<file path="src/rtl/sram_ctrl_pkg.sv">
// ---------------------------------------------------------------------------
// sram_ctrl_pkg
// Shared constants and types for the initiator-side controller of the
// single-port 128x8 SRAM macro.
//   BITS          data width of the macro D/Q buses
//   WORD_DEPTH    number of macro words
//   ADD_WIDTH     macro address width, log2(WORD_DEPTH)
//   BUF_DEPTH_MIN smallest response buffer that sustains one read per cycle
//   req_t         request bundle (write, addr, wdata)
//   buf_depth_ok  static legality check for a response buffer depth
// ---------------------------------------------------------------------------
package sram_ctrl_pkg;

   localparam int BITS          = 8;
   localparam int WORD_DEPTH    = 128;
   localparam int ADD_WIDTH     = 7;
   localparam int BUF_DEPTH_MIN = 2;

   typedef struct packed {
      logic                 write;
      logic [ADD_WIDTH-1:0] addr;
      logic [BITS-1:0]      wdata;
   } req_t;

   // One slot covers the read in flight, the second covers the read fired
   // in the same cycle the consumer first stalls.  Fewer than two slots
   // cannot sustain back-to-back reads.
   function automatic bit buf_depth_ok(input int depth);
      return depth >= BUF_DEPTH_MIN;
   endfunction

   localparam bit ADD_WIDTH_OK = (ADD_WIDTH == $clog2(WORD_DEPTH));

endpackage

</file>
<file path="src/rtl/sram_resp_fifo.sv">
// ---------------------------------------------------------------------------
// sram_resp_fifo
// Small synchronous FIFO that parks read data the consumer has not yet taken.
// Ports:
//   CLK    clock
//   RSTB   asynchronous active-low reset; empties the FIFO and zeroes storage
//   push   write wdata at the tail this cycle
//   pop    drop the head entry this cycle (ignored when empty)
//   wdata  data to push
//   occ    number of valid entries, 0..DEPTH
//   head   oldest entry; zero-filled storage keeps it free of X after reset
// ---------------------------------------------------------------------------
module sram_resp_fifo #(
   parameter int WIDTH = 8,
   parameter int DEPTH = 2
) (
   input  logic                       CLK,
   input  logic                       RSTB,
   input  logic                       push,
   input  logic                       pop,
   input  logic [WIDTH-1:0]           wdata,
   output logic [$clog2(DEPTH+1)-1:0] occ,
   output logic [WIDTH-1:0]           head
);

   localparam int OCC_W = $clog2(DEPTH + 1);
   localparam int PTR_W = (DEPTH > 1) ? $clog2(DEPTH) : 1;

   logic [WIDTH-1:0] mem [DEPTH];
   logic [PTR_W-1:0] wr_ptr;
   logic [PTR_W-1:0] rd_ptr;
   logic             do_push;
   logic             do_pop;

   assign do_push = push && (occ != OCC_W'(DEPTH));
   assign do_pop  = pop && (occ != '0);
   assign head    = mem[rd_ptr];

   // Explicit wrap so non-power-of-two depths work as well.
   function automatic logic [PTR_W-1:0] ptr_next(input logic [PTR_W-1:0] p);
      return (p == PTR_W'(DEPTH - 1)) ? '0 : p + 1'b1;
   endfunction

   always_ff @(posedge CLK or negedge RSTB) begin
      if (!RSTB) begin
         wr_ptr <= '0;
         rd_ptr <= '0;
         occ    <= '0;
         for (int i = 0; i < DEPTH; i++) mem[i] <= '0;
      end else begin
         if (do_push) begin
            mem[wr_ptr] <= wdata;
            wr_ptr      <= ptr_next(wr_ptr);
         end
         if (do_pop) rd_ptr <= ptr_next(rd_ptr);
         case ({do_push, do_pop})
            2'b10:   occ <= occ + 1'b1;
            2'b01:   occ <= occ - 1'b1;
            default: occ <= occ;
         endcase
      end
   end

   // Credit accounting upstream must make a push into a full FIFO impossible.
   overflow_check: assert property (@(posedge CLK) disable iff (!RSTB)
      !(push && occ == OCC_W'(DEPTH)));

endmodule

</file>
<file path="src/rtl/sram_port_ctrl.sv">
// ---------------------------------------------------------------------------
// sram_port_ctrl
// Initiator-side controller for the single-port 128x8 SRAM macro.  Turns a
// request channel into macro strobes and returns read data on a response
// channel with backpressure.  Read data is captured from Q exactly one cycle
// after the read fires, so nothing is lost while the consumer stalls.
//
// Handshake: a channel transfers on a cycle where valid && ready are both 1.
// Once valid is raised it and its payload hold until that transfer.  ready
// is a pure function of registered state and never looks at the partner's
// valid; the consumer's resp_ready may be anything at any time.
//
// Ports:
//   CLK, RSTB                 clock (also the macro clock), async active-low reset
//   req_valid/req_ready       request handshake
//   req_write/req_addr/req_wdata  request payload (1=write)
//   resp_valid/resp_ready     response handshake (reads only)
//   resp_rdata                read data, zero when nothing is pending
//   CEB/WEB/A/D               macro strobes, combinational from the request
//   Q                         macro read data, valid only the cycle after a read
// ---------------------------------------------------------------------------
module sram_port_ctrl
   import sram_ctrl_pkg::*;
#(
   parameter int BUF_DEPTH = 2
) (
   input  logic                 CLK,
   input  logic                 RSTB,
   input  logic                 req_valid,
   output logic                 req_ready,
   input  logic                 req_write,
   input  logic [ADD_WIDTH-1:0] req_addr,
   input  logic [BITS-1:0]      req_wdata,
   output logic                 resp_valid,
   input  logic                 resp_ready,
   output logic [BITS-1:0]      resp_rdata,
   output logic                 CEB,
   output logic                 WEB,
   output logic [ADD_WIDTH-1:0] A,
   output logic [BITS-1:0]      D,
   input  logic [BITS-1:0]      Q
);

   localparam int OCC_W = $clog2(BUF_DEPTH + 1);

   if (!buf_depth_ok(BUF_DEPTH)) begin : g_bad_depth
      $error("sram_port_ctrl: BUF_DEPTH must be at least %0d", BUF_DEPTH_MIN);
   end
   if (!ADD_WIDTH_OK) begin : g_bad_width
      $error("sram_port_ctrl: ADD_WIDTH must equal log2(WORD_DEPTH)");
   end

   req_t             req;
   logic             fire;
   logic             inflight;
   logic [OCC_W-1:0] occ;
   logic [BITS-1:0]  fifo_head;
   logic             occ_zero;
   logic             push;
   logic             pop;

   assign req = '{write: req_write, addr: req_addr, wdata: req_wdata};

   // Credits: a buffered entry or a read still on its way to Q each hold one
   // slot, so a read is only accepted when it is guaranteed a landing place.
   assign req_ready = (int'(occ) + int'(inflight)) < BUF_DEPTH;
   assign fire      = req_valid && req_ready;

   // Macro strobes.  CEB is gated by RSTB so nothing is written while reset
   // is asserted even though req_ready is already 1.
   assign CEB = !(fire && RSTB);
   assign WEB = !req.write;
   assign A   = req.addr;
   assign D   = req.wdata;

   // inflight marks the single cycle in which Q carries real read data.
   always_ff @(posedge CLK or negedge RSTB) begin
      if (!RSTB) inflight <= 1'b0;
      else       inflight <= fire && !req.write;
   end

   assign occ_zero = (occ == '0);

   // With an empty buffer Q goes straight to the consumer; it is parked only
   // if the consumer stalls.  With data already buffered, Q must queue behind
   // it to keep request order.
   assign push = inflight && (!occ_zero || !resp_ready);
   assign pop  = !occ_zero && resp_ready;

   always_comb begin
      resp_valid = inflight || !occ_zero;
      resp_rdata = '0;
      if (!occ_zero)    resp_rdata = fifo_head;
      else if (inflight) resp_rdata = Q;
   end

   sram_resp_fifo #(
      .WIDTH (BITS),
      .DEPTH (BUF_DEPTH)
   ) u_resp_fifo (
      .CLK   (CLK),
      .RSTB  (RSTB),
      .push  (push),
      .pop   (pop),
      .wdata (Q),
      .occ   (occ),
      .head  (fifo_head)
   );

endmodule

</file>
<file path="config.mk">
export PLATFORM = sky130hd
export DESIGN_NAME = sram_port_ctrl
export DESIGN_NICKNAME = d
export VERILOG_FILES = /design/src/rtl/sram_ctrl_pkg.sv /design/src/rtl/sram_resp_fifo.sv /design/src/rtl/sram_port_ctrl.sv
export SDC_FILE = /design/constraint.sdc
export NUM_CORES = 1
export LEC_CHECK = 0
export ABC_AREA = 1
export CAP_MARGIN = 20
export CORE_MARGIN = 5
export CORE_UTILIZATION = 41
export CTS_CLUSTER_SIZE = 16
export DETAILED_ROUTE_END_ITERATION = 16
export GPL_TIMING_DRIVEN = 0
export PLACE_DENSITY = 0.79
export SLEW_MARGIN = 30
export SYNTH_ARGS = -nofsm -noshare
export SYNTH_HDL_FRONTEND = slang
export SYNTH_SLANG_ARGS = --single-unit
</file>
<file path="constraint.sdc">
create_clock -name CLK -period 2.06 [get_ports CLK]
set_input_delay 0.515 -clock CLK [delete_from_list [all_inputs] [get_ports CLK]]
set_output_delay 0.515 -clock CLK [all_outputs]
set_load 0.02 [all_outputs]
</file>
Word-level counts from Yosys, hierarchy flattened
Index checks and enable logic that the tools add are counted.
W data, S select, Z words.
{ "totals": {"latch_bits": 0, "mem_count": 0, "rom_bits": 0, "wordCells": 48, "ram_bits": 0, "output_inout_bits": 27, "input_bits": 28, "register_bits": 21} }
{ "op_classes": {"n_reduce_logical": 17, "add_sub_neg": 5, "n_lt_le_gt_ge": 4, "mux": 11, "bitwise_logic": 2, "div": 0, "mul": 0, "eq_ne": 3, "shifts": 0} }
{ "ops": {"columns": ["operator", "n"], "rows": [
  ["$mux W8", 6],
  ["$bwmux W16", 1],
  ["$demux W8 S1", 1],
  ["$logic_and A1 B1 Y1", 8],
  ["$ge A2 B2 Y1 const B", 2],
  ["$logic_not A1 Y1", 4],
  ["$not A1 Y2", 2],
  ["$pmux W2 S2", 1],
  ["$reduce_bool A2 Y1", 2],
  ["$add A2 B1 Y3", 1],
  ["$lt A3 B2 Y1 const B", 1],
  ["$add A1 B1 Y1 const B", 2],
  ["$add A2 B1 Y2 const B", 1],
  ["$eq A2 B1 Y1 const B", 1],
  ["$eq A2 B2 Y1 const B", 1],
  ["$logic_not A2 Y1", 1],
  ["$logic_or A1 B1 Y1", 2],
  ["$lt A2 B1 Y1 const B", 1],
  ["$mux W1", 2],
  ["$ne A2 B2 Y1 const B", 1],
  ["$sub A2 B1 Y2 const B", 1]
]} }

Logic depth before layout (Yosys ltp)
Gate-level depths: netlist (run 1).
{ "logic_depth": {"word_depth": 7, "depth_mapped": 8, "mapped_depth_nobuf": 8} }

Hierarchy
A second synthesis (run 1) with hierarchy kept.
{ "hier_totals": {"cells_unflattened": 196, "area_unflattened_um2": 1378.8} }
{ "modules_own_cells": {"columns": ["mod", "seq_area_each_um2", "area_per_inst_um2", "cells_per_inst", "instances"], "rows": [
  ["sram_resp_fifo", 500.5, 1004.7, 123, 1],
  ["sram_port_ctrl", 25.0, 374.1, 73, 1]
]} }

Least setup slack after synthesis (run 1)
No wires, ideal clock.
{ "synth_path": {"path_kind": "reg-to-output", "start": "register inflight", "end": "output port CEB", "stages_incl_launch_ff": 4, "setup_slack_ps": 282, "path_buffers": 1, "t_arrival_ps": 1263, "required_time_ps": 1545, "cell_sequence": "dfrtp_1 -> clkbuf_8 -> a21oi_1 -> nand3_1"} }
{ "synth_via": {"elab_chain_len": 5} }
{ "synth_lines": {"columns": ["element", "line_no", "rtl"], "rows": [
  ["from (decl)", "sram_port_ctrl.sv:55", "logic inflight;"],
  ["from (signal assigned)", "sram_port_ctrl.sv:79", "else inflight <= fire && !req.write;"],
  ["$add A2 B1 Y3", "sram_port_ctrl.sv:66", "assign req_ready = (int'(occ) + int'(inflight)) < BUF_DEPTH;"],
  ["$lt A3 B2 Y1", "sram_port_ctrl.sv:66", null],
  ["named net req_ready", "sram_port_ctrl.sv:30", "output logic req_ready,"],
  ["$logic_and A1 B1 Y1", "sram_port_ctrl.sv:67", "assign fire = req_valid && req_ready;"],
  ["$logic_and A1 B1 Y1", "sram_port_ctrl.sv:71", "assign CEB = !(fire && RSTB);"],
  ["$logic_not A1 Y1", "sram_port_ctrl.sv:71", null],
  ["to (decl)", "sram_port_ctrl.sv:37", "output logic CEB,"]
]} }
The timed path passes the listed nets, and every way through them passes these cells.

Worst setup path after layout (run 1)
{ "layout_path": {"start": "register u_resp_fifo.occ[1]", "end": "output port resp_valid"} }
{ "layout_via": {"elab_chain_len": 3} }
{ "layout_lines": {"columns": ["element", "line_no", "rtl"], "rows": [
  ["from (decl)", "sram_resp_fifo.sv:22", "output logic [$clog2(DEPTH+1)-1:0] occ,"],
  ["from (signal assigned)", "sram_resp_fifo.sv:57", "2'b10: occ <= occ + 1'b1;"],
  ["from (signal assigned)", "sram_resp_fifo.sv:58", "2'b01: occ <= occ - 1'b1;"],
  ["$logic_not A2 Y1", "sram_port_ctrl.sv:82", "assign occ_zero = (occ == '0);"],
  ["$logic_not A1 Y1", null, null],
  ["$logic_or A1 B1 Y1", "sram_port_ctrl.sv:91", "resp_valid = inflight || !occ_zero;"],
  ["to (decl)", "sram_port_ctrl.sv:34", "output logic resp_valid,"]
]} }
No other way between the ends.

==> results.tsv, run 1 <==
metric	value	unit
wirelength	3260	um
start_kind	flop	
cp_top_family	simple AND/OR/NAND/NOR gates	
globalplace.congestion	0.841	
grt_pass1_wl	5350	um
setup_slack	0.0318	ns
dieArea	4250	um2
syn_area	1250	um2
vias	1190	
setup_viol	0	
regArea	528	um2
num_rows	20	
worstPathRequired	1.54	ns
busiest_layer	met2	
path_cells	nor2_4 -> inv_4 -> or2_2 -> buf_6	
use_met3	1.37	%
fin_total_pwr	2390	uW
synth_top_family_by_area	simple AND/OR/NAND/NOR gates	
grt_pass1_vias	1180	
antenna_cells	0	
max_slew_margin	66.9	%
crit_path_max_fanout	9	
drv_cap	0	
cts_tree	done	
area_growth	37.5	%
yosys_warnings	0	
hold_violations	0	
cts.sinks	21	
crit_path_top_delay_cell	dfrtp_2	
ctsLongestPathBuffers	2	
fin_util	57.7	%
avgSynthCellArea	8.22	um2
drc	0	
reg2regPathDepth	6	
rsz0062_at_grt	true	
drt_first_iter_violations	124	
power_density	1390	nW/um2
synth-simple-area-share	31.9	%
synth_fp_nets	181	
async_reset_ff_share	100	%
viasPerCell	5.20	
synthAdderAreaFrac	1.00	%
cts_buffers	3	
slowest_delay	0.48	ns
io_pins	55	
clk_latency	0.30	ns
grt_max_degree	23	
max_clock_freq	493	MHz
synth_cell_types	22	
grt_overflow_total	0	
hold_class	in2async	
place_hpwl	2460	um
r2r_slack	0.34	ns
worst-path-buf-inv	2	
ys_ff_latch	21	
peakVddDrop	0.484	mV
die_h	65.2	um
synth_flop_cell	dfrtp_1	
multiInputGateArea	543	um2
path_clk_slew	0.12	ns
worstSetupPathType	reg2out	
cp.arrival	1.51	ns
start_util	42.0	%
use_met1	20.9	%
rr_startpoint	u_resp_fifo.occ[1]	
period_needed	2.03	ns
drive_gt1_share	24.5	%
core	2980	um2
period_share	98.5	%
synthCells	152	
synth_xor_area_share	1.40	%
antenna_found_initial	0	
synth_edf_count	0	
slew_viol_final	0	
fin_skew	0.00526	ns
drtPass1Iterations	4	
grt_use_total	15.8	%
die_x	65.2	um
dp_worst_setup_slack	-0.919	ns
hold_buffers	0	
run_status	complete, no violations	
portBuffers	39	
worst_setup_path_end_kind	output pin	
final_nets	226	
fillers	279	
ant_nets	0	
p_leak	0.000823	uW
use_met2	26.5	%
wl_per_cell	14.2	um
regToRegEndpoint	u_resp_fifo.occ[1]	
ctsHtreeMaxLevel	1	
synth_compound_area_share	8.11	%
ys_seq_area_share	42.0	%
holdWs	0.166	ns
synth_mux_area_share	0	%
ctsRootBufferMaster	clkbuf_4	
tightestPinTransition	0.497	ns
==> area by class of cell <==
| type | instances | share of cell area (%) |
|---|---|---|
| sequential | 21 | 30.7 |
| tap | 33 | 2.40 |
| timing repair buffer | 41 | 22.6 |
| clock buffer | 4 | 1.53 |
| buffer | 20 | 9.32 |
| multi-input combinational | 102 | 31.6 |
| inverter | 8 | 1.89 |
==> cell usage after synthesis, types with 2 or more instances <==
| library cell | count | area [um2] |
|---|---|---|
| o21ai_0 | 16 | 80.1 |
| clkbuf_1 | 2 | 7.51 |
| nand4_1 | 17 | 106 |
| inv_2 | 2 | 7.51 |
| inv_1 | 5 | 18.8 |
| nand3_1 | 10 | 50.1 |
| nand2_1 | 39 | 146 |
| nand3_4 | 2 | 35.0 |
| or2_2 | 2 | 12.5 |
| buf_4 | 16 | 120 |
| nor2_1 | 10 | 37.5 |
| dfrtp_1 | 21 | 526 |
==> power by group <==
group          internal (uW)  leakage (uW)  total [uW]  switching [uW]
clock                   75.3     0.0000150         194             119
sequential               600      0.000260         756             156
combinational            595      0.000548        1440             842
total                   1270      0.000823        2390            1120
==> per-stage QoR <==
step | instance area (um2) | setup TNS [ns] | cells
after floorplan | 1250 | 0 | 152
after global placement | 1680 | -3.64 | 224
after detailed placement | 1680 | -3.86 | 224
after CTS | 1690 | -0.0517 | 229
after global routing | 1720 | -0.128 | 229
final | 1720 | 0 | 229
==> flip-flops by register name, summed over array words and instances (netlist names) <==
register	count
u_resp_fifo.mem	16
u_resp_fifo.occ	2
inflight	1
u_resp_fifo.rd_ptr	1
u_resp_fifo.wr_ptr	1
==> logic make-up (layout without fill, tap and decap cells) <==
family / Yosys count / count (layout)
DFF: 21 / 21
buffers and inverters: 29 / 73
and+or+nand+nor: 81 / 81
adders and majority gates: 1 / 1
AOI/OAI and AO/OA: 18 / 18
xor gates and xnor gates: 2 / 2
==> worst max-delay path by stage <==
stage / start / end / slack [ns] / cells after the start
2_1_floorplan: inflight / CEB / 0.28 / 3
3_3_place_gp: RSTB / CEB / -0.86 / 3
3_5_place_dp: RSTB / CEB / -0.92 / 3
4_1_cts: u_resp_fifo.occ[0] / resp_rdata[0] / -0.05 / 5
5_1_grt: inflight / CEB / -0.05 / 4
6_report: u_resp_fifo.occ[1] / resp_valid / 0.03 / 4
==> metal layers <==
layer	routed length, um	part of all wire (%)
met1	1370	42
met2	1690	52
met3	154	4.7
met4	49	1.5
met5	0	0
==> placed cells by master (no fill, tap or decap), types with 2 or more instances in the layout <==
master           synthesis  layout
buf_2                    0       2
buf_4                   16      24
clkbuf_1                 2       2
clkbuf_4                 1       4
clkdlybuf4s50_1          0      26
dfrtp_1                 21      19
dfrtp_2                  0       2
dlygate4sd2_1            0       3
inv_1                    5       4
inv_2                    2       2
nand2_1                 39      39
nand3_1                 10       9
nand3_4                  2       2
nand4_1                 17      17
nor2_1                  10      10
o21ai_0                 16      10
o21ai_1                  0       4
o21ai_2                  0       2
or2_2                    2       2
==> what timing repair did <==
item	CTS	global route
pin swaps	1	1
hold endpoints to repair	0	0
endpoints found under the setup margin	12	8
setup buffers	2	0
gates resized for setup	51	23
Power figures use the tool's default switching activity.
==> run 2, diff against run 1 <==
HOLD_SLACK_MARGIN = 0.1   (was not set)
==> results of run 2 <==
Final layout, timing and power as in run 1 (identical DEF).
==> run 3, diff against run 2 <==
SKIP_LAST_GASP = 1   (was not set)
==> run 3 against run 2 <==
Global-route usage up 0.14 points. Critical endpoint unchanged. Setup slack worse by 0.027 ns. Non-clock buffer count unchanged. Final cell count unchanged. Combinational power down 5%. Critical path depth unchanged. Largest power group unchanged. Sequential share of layout area up 0.32 points. Count of clock-buffer cells in the layout unchanged. Clock skew up 0.0016 ns. Highest routed layer unchanged.
==> results.tsv, run 3 (synthesis gave the netlist of run 1 again) <==
metric	value	unit
run_status	complete, no violations	
path_cells	nor2_4 -> inv_2 -> or2_2 -> clkbuf_2	
core	2980	um2
worstPathRequired	1.54	ns
drt_first_iter_violations	79	
largest_register	u_resp_fifo.mem	
drive_gt1_share	24.0	%
wirelength	3220	um
cts_buffers	3	
final_nets	226	
hold_violations	0	
portBuffers	39	
slowest_delay	0.48	ns
rr_startpoint	u_resp_fifo.occ[1]	
p_leak	0.000819	uW
dpl.cell_count	224	
holdWs	0.169	ns
fin_skew	0.00682	ns
routed.top_layer	met4	
grt_overflow_total	0	
route.met3.wl	146	um
cp.arrival	1.54	ns
largest_reg_flops	16	
switching_share	47.4	%
globalplace.congestion	0.841	
hold_buffers	0	
antenna_found_initial	0	
comb_power_share	59.2	%
met2WireLength	1670	um
worstSetupPathType	reg2out	
power_density	1370	nW/um2
ctsHtreeMaxLevel	1	
fillers	277	
cts.sinks	21	
drtPass1Iterations	4	
grt_max_degree	23	
layout_commonest_cell	nand2_1	
drc	0	
place_hpwl	2460	um
r2r_slack	0.35	ns
vias	1195	
dp_worst_setup_slack	-0.919	ns
worst_setup_path_end_kind	output pin	
clk_latency	0.30	ns
period_needed	2.06	ns
viasPerCell	5.22	
clockPowerShare	8.4	%
setup_slack	0.00496	ns
regToRegEndpoint	u_resp_fifo.occ[1]	
tightestPinTransition	0.499	ns
slew_viol_final	0	
ctsLongestPathBuffers	2	
antenna_cells	0	
num_rows	20	
wl_per_cell	14.1	um
reg2regPathDepth	6	
path_clk_slew	0.12	ns
setup_viol	0	
fin_util	57.1	%
rsz0062_at_grt	true	
grt_pass1_vias	1192	
ctsRootBufferMaster	clkbuf_4	
fin_cells	229	
period_share	99.8	%
reg.largest.list	u_resp_fifo.mem x16, u_resp_fifo.occ x2	
cts_tree	done	
area_growth	36.1	%
io_pins	55	
layout_common_cells	39 x nand2_1, 26 x clkdlybuf4s50_1, 19 x dfrtp_1	
grt_pass1_wl	5400	um
fin_setup_tns	0	ns
p_seq_share	32.5	%
max_slew_margin	66.7	%
p_int	1220	uW
ant_nets	0	
crit_path_max_fanout	9	
drv_cap	0	
die_h	65.2	um
met1_length	1360	um
dieArea	4250	um2
die_x	65.2	um
switchingPower	1100	uW
hold_class	in2async	
peakVddDrop	0.484	mV
start_util	42.0	%
crit_path_top_delay_cell	dfrtp_2	
max_clock_freq	487	MHz
start_kind	flop	
grt_use_total	15.9	%
run 3: cell type report:
class	count	area (um2)	share of cell area, %
multi-input cells	102	536	31.5
flip-flops and latches	21	528	31.0
repair buffers	41	379	22.3
plain buffers	20	161	9.49
well taps	33	41.3	2.43
inverters	8	30.0	1.76
clock buffers	4	26.3	1.54
run 3: worst max path at each step:
stage	from	end	slack, ns	cells after the start
CTS	u_resp_fifo.occ[0]	resp_valid	-0.15	4
floorplan	inflight	CEB	0.28	3
finish	u_resp_fifo.occ[1]	resp_valid	0.005	4
global placement	RSTB	CEB	-0.86	3
detailed placement	RSTB	CEB	-0.92	3
global route	u_resp_fifo.occ[1]	resp_rdata[1]	-0.07	5
run 3: power by group through the flow:
stage          logic [uW]  clock network [uW]  registers (uW)
2_1_floorplan         898                   0             702
3_3_place_gp         1400                   0             720
3_5_place_dp         1430                   0             734
4_1_cts              1370                 204             755
5_1_grt              1520                 216             782
6_report             1370                 195             754
run 3: worst max-delay path: cells and delay by family, from the launching register on:
kind                   cells  cell delay [ns]
buffers and inverters      2             0.27
DFF                        1             0.48
and+or+nand+nor            2             0.50
run 3: timing repair:
action / 4_1_cts / 5_1_grt
gates resized for setup: 44 / 20
pin swaps: 1 / 1
endpoints found under the setup margin: 12 / 10
buffers inserted: 2 / 1
run 3: metrics by stage:
step / total power (uW) / cell area [um2]
2_1_floorplan: 1600 / 1250
3_3_place_gp: 2120 / 1680
3_5_place_dp: 2160 / 1680
4_1_cts: 2330 / 1710
5_1_grt: 2520 / 1700
6_report: 2320 / 1700
run 3: per-layer routing:
layer	up-vias	track usage, %
met1	557	20.7
li1	591	-
met5	-	0
met2	43	27.3
met3	4	1.37
met4	0	6.22
